File: config.mk
export PLATFORM = sky130hd
export DESIGN_NAME = param_rx
export DESIGN_NICKNAME = d
export VERILOG_FILES = /design/src/rtl/param_rx.sv
export SDC_FILE = /design/constraint.sdc
export NUM_CORES = 2
export LEC_CHECK = 0
export BUFFER_PORTS_ARGS = -buffer_cell sky130_fd_sc_hd__buf_2
export CORE_UTILIZATION = 57
export DETAILED_ROUTE_END_ITERATION = 8
export PLACE_DENSITY = 0.76
export SYNTH_ARGS = -nofsm -noshare
export SYNTH_HDL_FRONTEND = slang
export SYNTH_MEMORY_MAX_BITS = 65536
export SYNTH_SLANG_ARGS = --single-unit
File: constraint.sdc
create_clock -name clk_in -period 56.3 [get_ports clk_in]
set_clock_uncertainty 0.05 [all_clocks]
set_input_delay 8.445 -clock clk_in [delete_from_list [all_inputs] [get_ports clk_in]]
set_output_delay 8.445 -clock clk_in [all_outputs]
set_load 0.02 [all_outputs]
File: src/rtl/param_rx.sv
// Parameterised frame receiver. It checks the preamble, SFD, type, size and FCS of each frame,
// buffers the payload tentatively, and streams only committed frames out on an AXI-Stream port.
module param_rx #(
  parameter int          G_MEM_SIZE     = 512,
  parameter int          G_PREAMBLE_LEN = 3,
  parameter logic [7:0]  G_SFD          = 8'h7F,
  parameter logic [15:0] G_TYPE         = 16'h1234,
  parameter int          G_MIN_SIZE     = 8,
  parameter int          G_MAX_SIZE     = 255
) (
  input  logic        clk_in,
  input  logic        rst_in,
  input  logic [7:0]  rxd_in,
  input  logic        rxdv_in,
  input  logic        rxer_in,
  output logic [7:0]  tdata_out,
  output logic        tvalid_out,
  output logic        tlast_out,
  input  logic        tready_in,
  output logic [15:0] stat_packet_vld_cnt,
  output logic [15:0] stat_packet_err_cnt,
  output logic [15:0] stat_packet_drop_cnt
);

  localparam int         AW     = $clog2(G_MEM_SIZE);
  localparam logic [7:0] MIN_B  = 8'(G_MIN_SIZE);
  localparam logic [7:0] MAX_B  = 8'(G_MAX_SIZE);
  localparam logic [7:0] PRE_B  = 8'(G_PREAMBLE_LEN);

  typedef enum logic [2:0] {
    S_IDLE, S_PREAMBLE, S_TYPE, S_SIZE, S_PAYLOAD, S_FCS, S_END, S_DROP
  } state_t;

  state_t      state_q, state_d;
  logic [7:0]  cnt_q, cnt_d;
  logic [7:0]  size_q, size_d;
  logic [7:0]  fcs_q, fcs_d;
  logic [AW:0] wr_ptr_q, wr_ptr_d;
  logic [AW:0] cm_ptr_q, cm_ptr_d;
  logic [AW:0] rd_ptr_q, rd_ptr_d;
  logic [15:0] vld_cnt_q, vld_cnt_d;
  logic [15:0] err_cnt_q, err_cnt_d;
  logic [15:0] drop_cnt_q, drop_cnt_d;
  logic [7:0]  tdata_q, tdata_d;
  logic        tvalid_q, tvalid_d;
  logic        tlast_q, tlast_d;

  logic [8:0]    mem_q [G_MEM_SIZE];
  logic          we_s;
  logic [AW-1:0] waddr_s;
  logic [8:0]    wdata_s;
  logic          frame_err_s;
  logic          drop_s;
  logic          vld_s;
  logic          last_s;
  logic [AW:0]   used_s;
  logic [31:0]   free_s;

  function automatic logic [15:0] sat_inc(input logic [15:0] v);
    return (v == 16'hFFFF) ? v : v + 16'd1;
  endfunction

  // Free space counts only committed-unread bytes; the tentative frame is not yet owned.
  assign used_s = cm_ptr_q - rd_ptr_q;
  assign free_s = 32'(G_MEM_SIZE) - 32'(used_s);

  // Frame parser: next state, tentative write, and per-frame outcome.
  always_comb begin
    state_d     = state_q;
    cnt_d       = cnt_q;
    size_d      = size_q;
    fcs_d       = fcs_q;
    wr_ptr_d    = wr_ptr_q;
    cm_ptr_d    = cm_ptr_q;
    frame_err_s = 1'b0;
    drop_s      = 1'b0;
    vld_s       = 1'b0;
    we_s        = 1'b0;
    waddr_s     = wr_ptr_q[AW-1:0];
    last_s      = (cnt_q == size_q - 8'd1);
    wdata_s     = {last_s, rxd_in};
    case (state_q)
      S_IDLE: begin
        cnt_d    = 8'd0;
        fcs_d    = 8'd0;
        wr_ptr_d = cm_ptr_q;
        if (rxdv_in) begin
          if (rxer_in || rxd_in != 8'h55) begin
            frame_err_s = 1'b1;
          end else begin
            state_d = S_PREAMBLE;
            cnt_d   = 8'd1;
          end
        end else begin
          state_d = S_IDLE;
        end
      end
      S_PREAMBLE, S_TYPE, S_SIZE, S_PAYLOAD, S_FCS: begin
        if (!rxdv_in || rxer_in) begin
          frame_err_s = 1'b1;
        end else begin
          case (state_q)
            S_PREAMBLE: begin
              if (cnt_q < PRE_B) begin
                if (rxd_in == 8'h55) cnt_d = cnt_q + 8'd1;
                else frame_err_s = 1'b1;
              end else if (rxd_in == G_SFD) begin
                state_d = S_TYPE;
                cnt_d   = 8'd0;
              end else begin
                frame_err_s = 1'b1;
              end
            end
            S_TYPE: begin
              if (rxd_in == ((cnt_q == 8'd0) ? G_TYPE[15:8] : G_TYPE[7:0])) begin
                fcs_d = fcs_q + rxd_in;
                if (cnt_q == 8'd0) begin
                  cnt_d = 8'd1;
                end else begin
                  state_d = S_SIZE;
                  cnt_d   = 8'd0;
                end
              end else begin
                frame_err_s = 1'b1;
              end
            end
            S_SIZE: begin
              if (rxd_in < MIN_B || rxd_in > MAX_B) begin
                frame_err_s = 1'b1;
              end else if (32'(rxd_in) > free_s) begin
                drop_s = 1'b1;
              end else begin
                size_d  = rxd_in;
                fcs_d   = fcs_q + rxd_in;
                cnt_d   = 8'd0;
                state_d = S_PAYLOAD;
              end
            end
            S_PAYLOAD: begin
              we_s     = 1'b1;
              wr_ptr_d = wr_ptr_q + 1'b1;
              fcs_d    = fcs_q + rxd_in;
              cnt_d    = cnt_q + 8'd1;
              if (last_s) state_d = S_FCS;
              else state_d = S_PAYLOAD;
            end
            S_FCS: begin
              if (rxd_in == fcs_q) state_d = S_END;
              else frame_err_s = 1'b1;
            end
            default: frame_err_s = 1'b1;
          endcase
        end
      end
      S_END: begin
        if (rxdv_in) begin
          frame_err_s = 1'b1;
        end else begin
          cm_ptr_d = wr_ptr_q;
          vld_s    = 1'b1;
          state_d  = S_IDLE;
        end
      end
      S_DROP: begin
        wr_ptr_d = cm_ptr_q;
        if (!rxdv_in) state_d = S_IDLE;
        else state_d = S_DROP;
      end
      default: begin
        state_d  = S_IDLE;
        wr_ptr_d = cm_ptr_q;
      end
    endcase
    // A failing frame still holding rxdv must be flushed through DROP; a truncated one is already over.
    if (frame_err_s || drop_s) begin
      wr_ptr_d = cm_ptr_q;
      state_d  = (rxdv_in) ? S_DROP : S_IDLE;
    end else begin
      state_d = state_d;
    end
  end

  // Output stage: refill the registered beat whenever it is empty or being accepted.
  always_comb begin
    rd_ptr_d = rd_ptr_q;
    tdata_d  = tdata_q;
    tvalid_d = tvalid_q;
    tlast_d  = tlast_q;
    if (!tvalid_q || tready_in) begin
      if (rd_ptr_q != cm_ptr_q) begin
        {tlast_d, tdata_d} = mem_q[rd_ptr_q[AW-1:0]];
        tvalid_d           = 1'b1;
        rd_ptr_d           = rd_ptr_q + 1'b1;
      end else begin
        tvalid_d = 1'b0;
        tlast_d  = 1'b0;
      end
    end else begin
      tvalid_d = tvalid_q;
    end
  end

  // Frame statistics, saturating.
  always_comb begin
    vld_cnt_d  = (vld_s)       ? sat_inc(vld_cnt_q)  : vld_cnt_q;
    err_cnt_d  = (frame_err_s) ? sat_inc(err_cnt_q)  : err_cnt_q;
    drop_cnt_d = (drop_s)      ? sat_inc(drop_cnt_q) : drop_cnt_q;
  end

  // State and datapath registers.
  always_ff @(posedge clk_in) begin
    if (rst_in) begin
      state_q    <= S_IDLE;
      cnt_q      <= 8'd0;
      size_q     <= 8'd0;
      fcs_q      <= 8'd0;
      wr_ptr_q   <= '0;
      cm_ptr_q   <= '0;
      rd_ptr_q   <= '0;
      vld_cnt_q  <= 16'd0;
      err_cnt_q  <= 16'd0;
      drop_cnt_q <= 16'd0;
      tdata_q    <= 8'd0;
      tvalid_q   <= 1'b0;
      tlast_q    <= 1'b0;
    end else begin
      state_q    <= state_d;
      cnt_q      <= cnt_d;
      size_q     <= size_d;
      fcs_q      <= fcs_d;
      wr_ptr_q   <= wr_ptr_d;
      cm_ptr_q   <= cm_ptr_d;
      rd_ptr_q   <= rd_ptr_d;
      vld_cnt_q  <= vld_cnt_d;
      err_cnt_q  <= err_cnt_d;
      drop_cnt_q <= drop_cnt_d;
      tdata_q    <= tdata_d;
      tvalid_q   <= tvalid_d;
      tlast_q    <= tlast_d;
    end
  end

  // Payload buffer write port; entries carry the tlast flag in bit 8.
  always_ff @(posedge clk_in) begin
    if (we_s && !rst_in) begin
      mem_q[waddr_s] <= wdata_s;
    end
  end

  assign tdata_out            = tdata_q;
  assign tvalid_out           = tvalid_q;
  assign tlast_out            = tlast_q;
  assign stat_packet_vld_cnt  = vld_cnt_q;
  assign stat_packet_err_cnt  = err_cnt_q;
  assign stat_packet_drop_cnt = drop_cnt_q;

endmodule

# ---- Yosys cells after proc, flatten, opt, wreduce, memory -nomap -nowiden
# Memory sizes are Yosys's and may differ from the RTL's. A register that Yosys moved wholly into a read port is not among the register bits.
# Cells that the tools add are included.
dict set report word_totals {
  reg_bits 115
  ram_bits 4608
  input_bits 13
  out_inout_bits 58
  word_cells 164
  memories 1
}
# name depth word_bits read_ports rd_clocked_by_memory_dff wr line
set memory_table {}
lappend memory_table {mem_q 512 9 1 1 1 48} ;# logic [8:0] mem_q [G_MEM_SIZE];
dict set report op_classes {
  n_addsub 10
  magnitude_cmp 4
  eq_ne 37
  n_mux 67
  bitwise 7
  n_reduce_logical 25
}
# operator n
set ops {}
lappend ops {{8-bit two-way mux} 11}
lappend ops {{16-bit by 1-bit adder with 16-bit output, second input constant} 3}
lappend ops {{16-bit == test, second input constant} 3}
lappend ops {{4-bit != test, second input constant} 11}
lappend ops {{3-bit two-way mux} 13}
lappend ops {{8-bit by 32-bit > comparator with 1-bit output} 1}
lappend ops {{8-bit case mux with 2 select lines} 2}
lappend ops {{8-bit case mux with 4 select lines} 1}
lappend ops {{10-bit two-way mux} 3}
lappend ops {{1-bit two-way mux} 28}
lappend ops {{8-bit case mux with 3 select lines} 1}
lappend ops {{10-bit by 1-bit adder with 10-bit output, second input constant} 2}
lappend ops {{10-bit case mux with 2 select lines} 1}
lappend ops {{9-bit two-way mux} 2}
lappend ops {{3-bit != test, second input constant} 6}
lappend ops {{8-bit by 7-bit == test with 1-bit output, second input constant} 2}
lappend ops {{8-bit == test} 2}
lappend ops {{3-bit case mux with 5 select lines} 1}
lappend ops {{3-bit == test, second input constant} 4}
lappend ops {{3-bit case mux with 4 select lines} 1}
lappend ops {{11-bit AND reduction} 1}
lappend ops {{10-bit by 10-bit subtractor with 11-bit output, first input constant} 1}
lappend ops {{10-bit != test} 1}
lappend ops {{2-bit AND reduction} 5}
lappend ops {{31 further kinds} 44}

# ---- Depth between registers and ports, before layout
dict set report depth {
  word_depth 11
  mapped_depth 20
  ltp_nobuf 18
}

# ---- Least setup slack after synthesis
# No wires, ideal clock.
dict set report synth_path {
  path_type {register to register}
  from {register size_q[0]}
  to {memory mem_q[0][8], data pin}
  setup_ns 8.742
  arrival_ns 44.962
  required_time_ns 47.508
  slack_ns 2.546
  path_stages_with_launch 8
  path_buffers 0
  synth_period_minus_slack_ns 53.754
  path_cell_list {dfxtp_1 > inv_1 > ha_1 > nand2_1 > or3_1 > xnor2_1 > nand4_1 > a2111oi_0}
}
dict set report synth_via {
  elab_chain_cells 2
}
# element line
set synth_rtl {}
lappend synth_rtl {{start: declaration} 36} ;# logic [7:0] size_q, size_d;
lappend synth_rtl {{start signal: assignment} 229} ;# size_q <= size_d;
lappend synth_rtl {{8-bit by 1-bit subtractor with 8-bit output} 80} ;# last_s = (cnt_q == size_q - 8'd1);
lappend synth_rtl {{8-bit == test} 80}
lappend synth_rtl {{net last_s} 55} ;# logic last_s;
lappend synth_rtl {{end: declaration} 48}
# The timed path passes the listed nets, and every way through them passes these cells.

# ---- Final worst setup path
dict set report layout_path {
  from {input rxd_in[6]}
  to {memory mem_q[406][6], data pin}
}
# element line
set layout_rtl {}
lappend layout_rtl {{start: declaration} 13} ;# input logic [7:0] rxd_in,
# Straight into the memory's write port.

==> results_dict.tcl <==
set metrics [dict create \
    fin_util 0.635 \
    synth_area_leader_cell "edfxtp_1" \
    critPathKind "in2reg" \
    post-cts-setup-buffers 0 \
    final_nets 8861 \
    rrSetupSlack_ns 48.22 \
    finalWirelength_um 474000 \
    grt_pass1_vias 93400 \
    wl_per_cell_um 35.1 \
    syn_inst 8631 \
    io_pins 71 \
    clock_latency_ns 0.99 \
    synth_ff_type "edfxtp_1" \
    die_w_um 571 \
    hold_path.class "reg2reg" \
    synth_top_area_share 0.749 \
    r2r-end "tdata_out[5]" \
    grt.overflow.total 0 \
    cp.required_ns 56.91 \
    chipHeight_um 571 \
    period_minus_slack_ns 11.87 \
    ir_worst_vdd_uv 37.1 \
    fmax_mhz 84.3 \
    cts.htree.levels 5 \
    syn_area_um2 185000 \
    worst_slew_pin_slew_ns 1.46 \
    core_um2 322000 \
    powerDensity_nw_per_um2 39.5 \
    final_cell_mix "4608 x edfxtp_1, 1283 x mux4_2, 653 x nor2_1, 454 x clkbuf_16, 264 x nand2_1" \
    drv_slew 0 \
    crit_arrival_ns 12.48 \
    routed_via_density 6.87 \
    root_buffer "clkbuf_16" \
    drc_errors 0 \
    gp_congestion 0.905 \
    hpwl_um 275000 \
    synth-seq-cells 4732 \
    setup_viol 0 \
    synth_edf_count 4608 \
    ant_nets 0 \
    postCtsHoldBufs 0 \
    rr_worst_depth 13 \
    ctsResizeCount 0 \
    grt_pass1_wl_um 678000 \
    grt_max_degree 175 \
    critPathLaunchType "input pin" \
    drive_above_1_share 0.246 \
    maxCapViolCount 0 \
    hold_end "tlast_out" \
    synth_compound_area_frac 0.0195 \
    synthTopCellsByArea "edfxtp_1 75%, mux4_2 16%, dfxtp_1 1.3%, nor2_1 1.3%, mux2i_1 1.1%" \
    min-delay-start "tlast_out" \
    drt_iter0_drc 13900 \
    cts_inserted_buffers 448 \
    areaGrowthSynthToFinish_pct 10.6 \
    ys_seq_area_frac 0.763 \
    postSynthAreaPerCell_um2 21.4 \
    fp-row-count 208 \
    outcome "finished, final reports clean" \
    grt_use_total 0.292 \
    path_max_fanout 78 \
    cts_num_sinks 4732 \
    synthAdderAreaFrac 0.00266 \
    period_share 0.211 \
    syn-num-nets 8682 \
    cts_tree "built" \
    final_common_cell "edfxtp_1" \
    async_reset_ff_frac 0 \
    synth_top_family_by_area "multiplexers" \
    min_path_cells 2 \
    first_pass_iters 8 \
    vias 92800 \
    setup.worst_path.end_class "flop" \
    die-area_um2 326000 \
    yosysWarnings 0 \
    rsz0062_at_grt "false" \
    fin_setup_tns_ns 0 \
    synth_xor_area_frac 0.00337 \
    hold_viol_final 0 \
    synthMuxAreaShare 0.169 \
    antenna_found_initial 15 \
    start_util 0.574 \
    relSlewSlack 0.0213 \
    synth.distinct_cells 97 \
    yosys.area_share.simple 0.0289 \
    cts.path.max_buffers 4 \
    clk_pin_slew_ns 0.06 \
    port_buffers 70 \
    leakage_nw 59.7 \
]
-- metal layers --
layer	up-vias	wire length [um]	track usage	share of wire
met3	1170	56700	0.0674	0.12
met4	4	24800	0.131	0.052
met5	-	25	0	0.000053
met2	6710	227000	0.458	0.48
met1	48400	165000	0.396	0.35
li1	36500	-	-	-
-- sequential cells by signal (all words and copies together), names as in the netlist, 8 cells and up, named ones only --
register / flops
stat_packet_err_cnt: 16
tdata_out: 8
fcs_q: 8
mem_q: 4608
cnt_q: 8
rd_ptr_q: 10
size_q: 8
cm_ptr_q: 10
wr_ptr_q: 10
stat_packet_vld_cnt: 16
stat_packet_drop_cnt: 16
-- worst max-delay path by stage --
stage                   start             to  slack [ns]
global route        rxd_in[6]  mem_q[398][6]       44.34
global placement    rxd_in[6]  mem_q[388][6]       43.74
detailed placement  rxd_in[6]  mem_q[408][6]       43.54
CTS                 rxd_in[6]  mem_q[390][6]       44.54
finish              rxd_in[6]  mem_q[406][6]       44.43
floorplan           size_q[0]    mem_q[0][8]        2.55
-- final cells by class --
| class | instances | area [um2] |
|---|---|---|
| Tap cell | 4305 | 5390 |
| Fill cell | 20400 | 117000 |
| Antenna cell | 18 | 45.0 |
| Inverter | 49 | 191 |
| Sequential cell | 4732 | 141000 |
| Timing Repair Buffer | 238 | 1870 |
| Clock buffer | 531 | 11600 |
| Clock inverter | 288 | 2770 |
| Multi-Input combinational cell | 3341 | 41500 |
-- where the power goes --
part	internal, mW	switching (mW)	leakage, nW
registers	3.86	0.0215	41.4
clock network	1.69	1.31	7.01
logic	0.545	0.630	11.3
total	6.10	1.97	59.7
-- logic make-up (layout without fill, tap and decap cells) --
family,after synthesis,count (layout)
flops,4732,4732
mux,1506,1506
simple gates,1232,1232
buf+inv,558,1106
compound gates,494,494
xor+xnor,71,71
fa+ha+maj,38,38
other cells,0,18
-- per-stage QoR --
step                cell area [um2]  setup slack (ns)  cells  hold WS (ns)  total power [mW]
finish                       204000             44.43  13500         0.421              8.06
global route                 204000             44.34  13500         0.435              8.26
CTS                          204000             44.54  13500         0.418              8.08
detailed placement           190000             43.54  12700         0.409              5.13
floorplan                    185000              2.55   8631         0.395              4.83
global placement             190000             43.74  12700         0.411              5.12
-- critical path: stages --
cell	delay, ns
buf_8	0.27
buf_4	0.51
buf_4	0.61
buf_4	0.67
buf_4	0.79
buf_4	0.72
-- Yosys cell counts, types with 47 or more instances --
library cell  number
o22ai_1           53
mux2i_1          195
inv_1             47
o221ai_1          63
nor2_1           658
nand3_1           74
dfxtp_1          124
mux4_2          1283
nor3_1            68
clkbuf_1         241
nand2_1          265
buf_4             50
a21oi_1           87
buf_2            163
o21ai_0           57
edfxtp_1        4608
Power figures use the tool's default switching activity.
